<file path="config.mk">
export PLATFORM = sky130hd
export DESIGN_NAME = hilo_muldiv_ctrl
export DESIGN_NICKNAME = d
export VERILOG_FILES = /design/src/rtl/hilo_pkg.sv /design/src/rtl/hilo_div_core.sv /design/src/rtl/hilo_muldiv_ctrl.sv
export SDC_FILE = /design/constraint.sdc
export NUM_CORES = 2
export LEC_CHECK = 0
export CORE_MARGIN = 4
export CORE_UTILIZATION = 54
export CTS_CLUSTER_DIAMETER = 80
export CTS_CLUSTER_SIZE = 20
export DETAILED_ROUTE_END_ITERATION = 8
export DONT_BUFFER_PORTS = 1
export PLACE_DENSITY = 0.72
export SETUP_SLACK_MARGIN = 0.5
export SLEW_MARGIN = 10
export SYNTH_ARGS = -nofsm -noshare
export SYNTH_HDL_FRONTEND = slang
export SYNTH_SLANG_ARGS = --single-unit
</file>
<file path="constraint.sdc">
create_clock -name clk -period 9.4 [get_ports clk]
set_input_delay 1.88 -clock clk [delete_from_list [all_inputs] [get_ports clk]]
set_output_delay 1.88 -clock clk [all_outputs]
set_load 0.005 [all_outputs]
</file>
<file path="src/rtl/hilo_pkg.sv">
// Shared op codes, FSM state encoding and helpers for the HI/LO multiply/divide sequencer.
package hilo_pkg;

  localparam logic [2:0] OP_NONE  = 3'd0;
  localparam logic [2:0] OP_MULT  = 3'd1;
  localparam logic [2:0] OP_MULTU = 3'd2;
  localparam logic [2:0] OP_DIV   = 3'd3;
  localparam logic [2:0] OP_DIVU  = 3'd4;
  localparam logic [2:0] OP_MTHI  = 3'd5;
  localparam logic [2:0] OP_MTLO  = 3'd6;

  localparam int unsigned DIV_STEPS = 32;

  typedef enum logic [1:0] {
    ST_IDLE = 2'd0,
    ST_MUL  = 2'd1,
    ST_DIV  = 2'd2,
    ST_DONE = 2'd3
  } state_e;

  function automatic logic [31:0] abs32(input logic [31:0] v);
    return v[31] ? (32'd0 - v) : v;
  endfunction

endpackage

</file>
<file path="src/rtl/hilo_div_core.sv">
// Iterative unsigned radix-2 restoring divider: one quotient bit per cycle after start.
module hilo_div_core
  import hilo_pkg::*;
(
  input  logic        clk,
  input  logic        rst,
  input  logic        start_i,
  input  logic        abort_i,
  input  logic [31:0] dividend_i,
  input  logic [31:0] divisor_i,
  output logic        done_o,
  output logic [31:0] quot_o,
  output logic [31:0] rem_o
);

  logic        run_q;
  logic [4:0]  cnt_q;
  logic [63:0] rq_q;
  logic [31:0] dvsr_q;

  logic [32:0] partial_s;
  logic [33:0] diff_s;
  logic [63:0] step_s;

  // Partial remainder needs 33 bits: divisors above 2^31 can make rem*2 overflow 32 bits.
  always_comb begin
    partial_s = rq_q[63:31];
    diff_s    = {1'b0, partial_s} - {2'b00, dvsr_q};
    if (diff_s[33]) begin
      step_s = {partial_s[31:0], rq_q[30:0], 1'b0};
    end else begin
      step_s = {diff_s[31:0], rq_q[30:0], 1'b1};
    end
  end

  // Step sequencer and {rem,quot} shift register.
  always_ff @(posedge clk) begin
    if (rst) begin
      run_q  <= 1'b0;
      cnt_q  <= 5'd0;
      rq_q   <= 64'd0;
      dvsr_q <= 32'd0;
    end else if (abort_i) begin
      run_q <= 1'b0;
      cnt_q <= 5'd0;
    end else if (start_i) begin
      run_q  <= 1'b1;
      cnt_q  <= 5'd0;
      rq_q   <= {32'd0, dividend_i};
      dvsr_q <= divisor_i;
    end else if (run_q) begin
      rq_q  <= step_s;
      cnt_q <= cnt_q + 5'd1;
      if (cnt_q == 5'(DIV_STEPS - 1)) begin
        run_q <= 1'b0;
      end
    end
  end

  assign done_o = run_q && (cnt_q == 5'(DIV_STEPS - 1));
  assign quot_o = rq_q[31:0];
  assign rem_o  = rq_q[63:32];

endmodule

</file>
<file path="src/rtl/hilo_muldiv_ctrl.sv">
// EX-stage HI/LO owner: sequences multiply/divide, raises stall, commits results and
// exposes the write port used by ID-stage HILO forwarding.
module hilo_muldiv_ctrl
  import hilo_pkg::*;
#(
  parameter int unsigned MUL_CYCLES = 2
) (
  input  logic        clk,
  input  logic        rst,
  input  logic        op_valid,
  input  logic [2:0]  op,
  input  logic        flush,
  input  logic [31:0] rs_data,
  input  logic [31:0] rt_data,
  output logic        stall_req,
  output logic        busy,
  output logic [63:0] hilo_o,
  output logic [1:0]  hilo_we,
  output logic [63:0] hilo_wdata
);

  localparam int unsigned MCW = (MUL_CYCLES > 1) ? $clog2(MUL_CYCLES) : 1;

  state_e          state_q;
  logic            busy_q;
  logic [63:0]     hilo_q;
  logic [MCW-1:0]  mul_cnt_q;
  logic [31:0]     mul_a_q, mul_b_q;
  logic            mul_sgn_q;
  logic [63:0]     res_q;
  logic            res_div_q, neg_quot_q, neg_rem_q;

  logic        is_mul_s, is_div_s, accept_s, div_start_s, div_done_s;
  logic [31:0] div_a_s, div_b_s, quot_s, rem_s, quot_fix_s, rem_fix_s;
  logic [63:0] ext_a_s, ext_b_s, prod_s, done_data_s;

  // Operand decode, product and signed-divide fixups.
  always_comb begin
    is_mul_s    = (op == OP_MULT) || (op == OP_MULTU);
    is_div_s    = (op == OP_DIV) || (op == OP_DIVU);
    accept_s    = !rst && !flush && op_valid && (state_q == ST_IDLE);
    div_start_s = accept_s && is_div_s && (rt_data != 32'd0);
    div_a_s     = (op == OP_DIV) ? abs32(rs_data) : rs_data;
    div_b_s     = (op == OP_DIV) ? abs32(rt_data) : rt_data;
    ext_a_s     = mul_sgn_q ? {{32{mul_a_q[31]}}, mul_a_q} : {32'd0, mul_a_q};
    ext_b_s     = mul_sgn_q ? {{32{mul_b_q[31]}}, mul_b_q} : {32'd0, mul_b_q};
    prod_s      = ext_a_s * ext_b_s;
    quot_fix_s  = neg_quot_q ? (32'd0 - quot_s) : quot_s;
    rem_fix_s   = neg_rem_q ? (32'd0 - rem_s) : rem_s;
    done_data_s = res_div_q ? {rem_fix_s, quot_fix_s} : res_q;
  end

  // Stall request and HILO write port; flush and reset silence both.
  always_comb begin
    stall_req  = 1'b0;
    hilo_we    = 2'b00;
    hilo_wdata = 64'd0;
    if (!rst && !flush) begin
      case (state_q)
        ST_IDLE: begin
          if (op_valid) begin
            case (op)
              OP_MULT, OP_MULTU, OP_DIV, OP_DIVU: stall_req = 1'b1;
              OP_MTHI: begin
                hilo_we    = 2'b10;
                hilo_wdata = {rs_data, hilo_q[31:0]};
              end
              OP_MTLO: begin
                hilo_we    = 2'b01;
                hilo_wdata = {hilo_q[63:32], rs_data};
              end
              default: stall_req = 1'b0;
            endcase
          end else begin
            stall_req = 1'b0;
          end
        end
        ST_MUL, ST_DIV: stall_req = 1'b1;
        ST_DONE: begin
          hilo_we    = 2'b11;
          hilo_wdata = done_data_s;
        end
        default: stall_req = 1'b0;
      endcase
    end else begin
      stall_req = 1'b0;
      hilo_we   = 2'b00;
    end
  end

  // Sequencer FSM, HI/LO architectural state and operand capture.
  always_ff @(posedge clk) begin
    if (rst) begin
      state_q    <= ST_IDLE;
      busy_q     <= 1'b0;
      hilo_q     <= 64'd0;
      mul_cnt_q  <= '0;
      mul_a_q    <= 32'd0;
      mul_b_q    <= 32'd0;
      mul_sgn_q  <= 1'b0;
      res_q      <= 64'd0;
      res_div_q  <= 1'b0;
      neg_quot_q <= 1'b0;
      neg_rem_q  <= 1'b0;
    end else begin
      if (hilo_we[1]) hilo_q[63:32] <= hilo_wdata[63:32];
      if (hilo_we[0]) hilo_q[31:0]  <= hilo_wdata[31:0];
      if (flush) begin
        state_q   <= ST_IDLE;
        busy_q    <= 1'b0;
        mul_cnt_q <= '0;
      end else begin
        case (state_q)
          ST_IDLE: begin
            if (op_valid && is_mul_s) begin
              mul_a_q   <= rs_data;
              mul_b_q   <= rt_data;
              mul_sgn_q <= (op == OP_MULT);
              mul_cnt_q <= '0;
              state_q   <= ST_MUL;
              busy_q    <= 1'b1;
            end else if (op_valid && is_div_s) begin
              // Divide-by-zero bypasses the core and commits {rs, all-ones}.
              res_q      <= {rs_data, 32'hFFFF_FFFF};
              res_div_q  <= (rt_data != 32'd0);
              neg_quot_q <= (op == OP_DIV) && (rs_data[31] ^ rt_data[31]);
              neg_rem_q  <= (op == OP_DIV) && rs_data[31];
              state_q    <= (rt_data == 32'd0) ? ST_DONE : ST_DIV;
              busy_q     <= 1'b1;
            end
          end
          ST_MUL: begin
            if (mul_cnt_q == MCW'(MUL_CYCLES - 1)) begin
              res_q     <= prod_s;
              res_div_q <= 1'b0;
              state_q   <= ST_DONE;
            end else begin
              mul_cnt_q <= mul_cnt_q + 1'b1;
            end
          end
          ST_DIV: begin
            if (div_done_s) state_q <= ST_DONE;
          end
          ST_DONE: begin
            state_q <= ST_IDLE;
            busy_q  <= 1'b0;
          end
          default: begin
            state_q <= ST_IDLE;
            busy_q  <= 1'b0;
          end
        endcase
      end
    end
  end

  hilo_div_core u_div (
    .clk        (clk),
    .rst        (rst),
    .start_i    (div_start_s),
    .abort_i    (flush),
    .dividend_i (div_a_s),
    .divisor_i  (div_b_s),
    .done_o     (div_done_s),
    .quot_o     (quot_s),
    .rem_o      (rem_s)
  );

  assign busy   = busy_q;
  assign hilo_o = hilo_q;

endmodule

</file>
==> impl_results.md <==
- Net count reported at finish: 9029
- Critical path capture point: res_q[50]
- Power per standard cell area: 42.0 nW/um2
- Largest fanout on the critical path: 15
- Die outline height: 355 um
- Clock buffer depth: 3
- Number of global-route vias before repair: 52900
- Critical Path AT: 9.15 ns
- Final count of negative-setup-slack endpoints: 0
- Number of antenna violations at the first check in global routing: 4
- Total power draw: 2.89 mW
- Max-slew headroom at the worst pin: 18.1%
- CTS tree: yes
- Xor/xnor share of the synthesized area: 3.67%
- Complex-gate fraction of the synthesized area: 9.52%
- Mean Syn Cell Area: 8.81 um2
- Placed inst area: 67300 um2
- Period Utilization, post-route: 92.8%
- Failing checks: design-rule violations
- Worst min-delay path class: flop to flop
- Clock input transition at the sequential cells of the worst setup and hold paths: 0.09 ns
- Worst Hold Margin: 0.458 ns
- Detail-routed net length per standard cell: 22.8 um
- Max-slew violation count: 0
- Multiplexer share of the synthesized area: 0.237%
- Cell types with the largest area share after synthesis: fa_1 44%, dfxtp_1 9.3%, inv_1 9.1%
- Data required time at the worst endpoint: 9.83 ns
- Horizontal die dimension: 355 um
- Summed area of non-filler cells in the final layout: 68900 um2
- Overall die area: 126000 um2
- Worst Setup Path Type: flop to flop
- Register bit total from synthesis: 302
- Routed via count divided by cell count: 5.80
- Top Ports: 203
- Transition at the pin with the smallest max-transition slack: 1.23 ns
- Most frequent cells in the layout: 1568 x inv_1, 1394 x fa_1, 791 x nand2_1, 573 x and2_1, 396 x nor2_1
- Minimum clock period after layout: 8.73 ns
- Clk_lat worst skew: 0.58 ns
- Starting Density: 54.3%
- Post-synthesis async set-or-reset flop share: 0%
- Total routing usage reported by global routing: 32.1%
- Final critical-path setup slack: 0.674 ns
- Dominant combinational cell family by area after synthesis: adder cells
- Final-layout fill cell count: 10500
- Share of the yosys chip area belonging to registers: 9.30%
- Leading register cell type out of synthesis: dfxtp_1
- Number of warnings issued by yosys: 0
- Buffers added on ports: 0
- R2R setup slack: 0.67 ns
- Residual DRC: 15
- Area Overhead vs Synth: 5.95%
- CP Capture Type: flop
- Worst R2R Path Depth: 31
- Number of buffers inserted by hold repair at cts: 0
- Most used cell, CP: fa_1
- Half-perimeter wire length of the detailed placement result: 164 mm
- Master cell of the clock root buffer: clkbuf_16
- CP startpoint: mul_a_q[8]
- Largest net degree at the start of global routing: 241
- Final Hold Violating Endpoints: 0
- Share of the synthesized area in the top cell type: 43.7%
- Synth Net Count: 9219
- Cell area after synthesis: 65000 um2
- Most common library cell in the layout ignoring fill and taps: inv_1
- Peak supply drop: 0.000112 V
- Status: complete, but fails checks
- Final global-route overflow total: 0
- Final total negative setup slack: 0 ns
- Core outline area: 120000 um2
- Number of enable-type register cells in the synthesized netlist: 0
- Pleak: 33.3 nW
- Worst setup SP type: flop
- Final estimated routing congestion in global placement: 0.980
- Count of placed standard cells in the final layout, fillers left out: 8815
- Hold path startpoint: res_q[3]
- # clock sinks: 302
- Simple-Gate Fraction of Synth Area: 15.0%
- Cell Rows: 127
- H-tree Lvls: 1
- Final antenna-violating net count: 0
- Count of placed standard cells including taps: 8755
- Highest cell delay on the worst timing path: 0.53 ns
- Cell type with the highest aggregate area in the netlist: fa_1
- Share of layout cells above drive strength 1: 6.17%
- Global-route wire length before repair: 312 mm
- Clock buffer count from CTS: 22
- Unrepaired setup endpoints after global routing: yes
- Highest clock frequency the design can meet: 0.115 GHz
- Final routed wirelength across all metal layers: 201 mm
- Endpoint of the worst register-to-register path: res_q[50]
- Worst path slowest cell: fa_1
- Post-Syn Instances: 7378
- Max Cap Viol: 0
- First-pass iteration count of the detailed router: 9
- Worst slack at placement: 0.0670 ns
- Iteration-0 DRC Markers: 5285
- Unique masters post-synth: 76
- Fraction of the core area covered by cells at the end of the flow: 57.5%
- Critical R2R Launch: mul_a_q[8]
- Skew final: 0.0319 ns
- Routed vias: 51100
- Adder and majority gate portion of the synthesized area: 50.5%
## timing repair
action | in CTS | in global routing
gates cloned | 0 | 3
pin swaps | 4 | 45
setup endpoints to repair | 18 | 22
resized for setup | 56 | 165
buffers inserted | 2 | 16
## cell families (layout without fill, tap and decap cells)
| family | after synthesis | in the layout |
|---|---|---|
| other | 0 | 7 |
| AND/OR/NAND/NOR | 2044 | 2044 |
| AO/OA/AOI/OAI | 947 | 947 |
| buffers and inverters | 2026 | 1844 |
| multiplexers | 15 | 15 |
| adder cells (fa/ha/maj) | 1772 | 1772 |
| flip-flops | 302 | 302 |
| XOR/XNOR | 272 | 272 |
## state kept, by name (all words and copies together), names as in the netlist, 2 cells and up
register / count
u_div.cnt_q: 5
u_div.rq_q: 64
mul_b_q: 32
hilo_o: 64
res_q: 64
u_div.dvsr_q: 32
state_q: 2
mul_a_q: 32
## how the worst min path moves through the flow
stage | to | slack (ns) | depth (start not counted)
2_1_floorplan | res_q[1] | 0.43 | 2
3_3_place_gp | res_q[2] | 0.43 | 2
3_5_place_dp | res_q[3] | 0.44 | 2
4_1_cts | res_q[3] | 0.45 | 2
5_1_grt | res_q[3] | 0.47 | 2
6_report | res_q[3] | 0.46 | 2
## synth_stat cells (7+ instances only)
| cell type | number |
|---|---|
| nor2b_1 | 11 |
| buf_1 | 36 |
| ha_1 | 350 |
| xor2_1 | 123 |
| a31oi_1 | 20 |
| o21a_1 | 15 |
| mux2i_1 | 12 |
| or4_1 | 19 |
| o311ai_0 | 21 |
| a32oi_1 | 11 |
| xnor2_1 | 149 |
| nor4_1 | 12 |
| nand3_1 | 47 |
| and2_1 | 576 |
| dfxtp_1 | 302 |
| a21boi_0 | 9 |
| nor2_1 | 402 |
| fa_1 | 1420 |
| a222oi_1 | 58 |
| clkbuf_1 | 401 |
| nand2_1 | 800 |
| or2_2 | 16 |
| nand2b_1 | 16 |
| o41ai_1 | 17 |
| o22ai_1 | 12 |
| o211ai_1 | 8 |
| o21bai_1 | 16 |
| inv_1 | 1584 |
| or3_1 | 25 |
| a211o_1 | 7 |
| a21oi_1 | 337 |
| nand4_1 | 21 |
| o31ai_1 | 31 |
| a311oi_1 | 9 |
| a21o_1 | 64 |
| a211oi_1 | 142 |
| o21ai_0 | 133 |
| and3_1 | 38 |
| nor3_1 | 33 |
## metal layers
| layer | global-route usage, % | wire [um] | up-vias |
|---|---|---|---|
| met4 | 19.6 | 16500 | 0 |
| li1 | - | - | 22100 |
| met1 | 40.5 | 73800 | 26000 |
| met5 | 0 | 0 | - |
| met3 | 4.42 | 15500 | 667 |
| met2 | 52.7 | 94700 | 2372 |
## worst max-delay path: cells and delay by family, from the launching register on
kind | cells | cell delay, ns
adder cells (fa/ha/maj) | 11 | 4.79
AND/OR/NAND/NOR | 2 | 0.47
buffers and inverters | 9 | 0.84
XOR/XNOR | 1 | 0.29
AO/OA/AOI/OAI | 8 | 1.68
flip-flops | 1 | 0.46
## power by group
| part | switching, mW | total (mW) | internal [mW] |
|---|---|---|---|
| Combinational | 0.323 | 0.500 | 0.177 |
| Sequential | 0.0414 | 1.34 | 1.30 |
| Clock | 0.577 | 1.05 | 0.469 |
## final cells by class
cell class	instances	area (um2)	share of cell area [%]
antenna	7	17.5	0.0254
clock buffer	25	593	0.861
clock inverter	7	92.6	0.134
inverter	1585	5950	8.64
multi-input combinational	5050	51800	75.2
sequential	302	6150	8.93
tap	1612	2020	2.93
timing repair buffer	227	2240	3.25
Note: power is estimated with default switching activity, not from simulation.
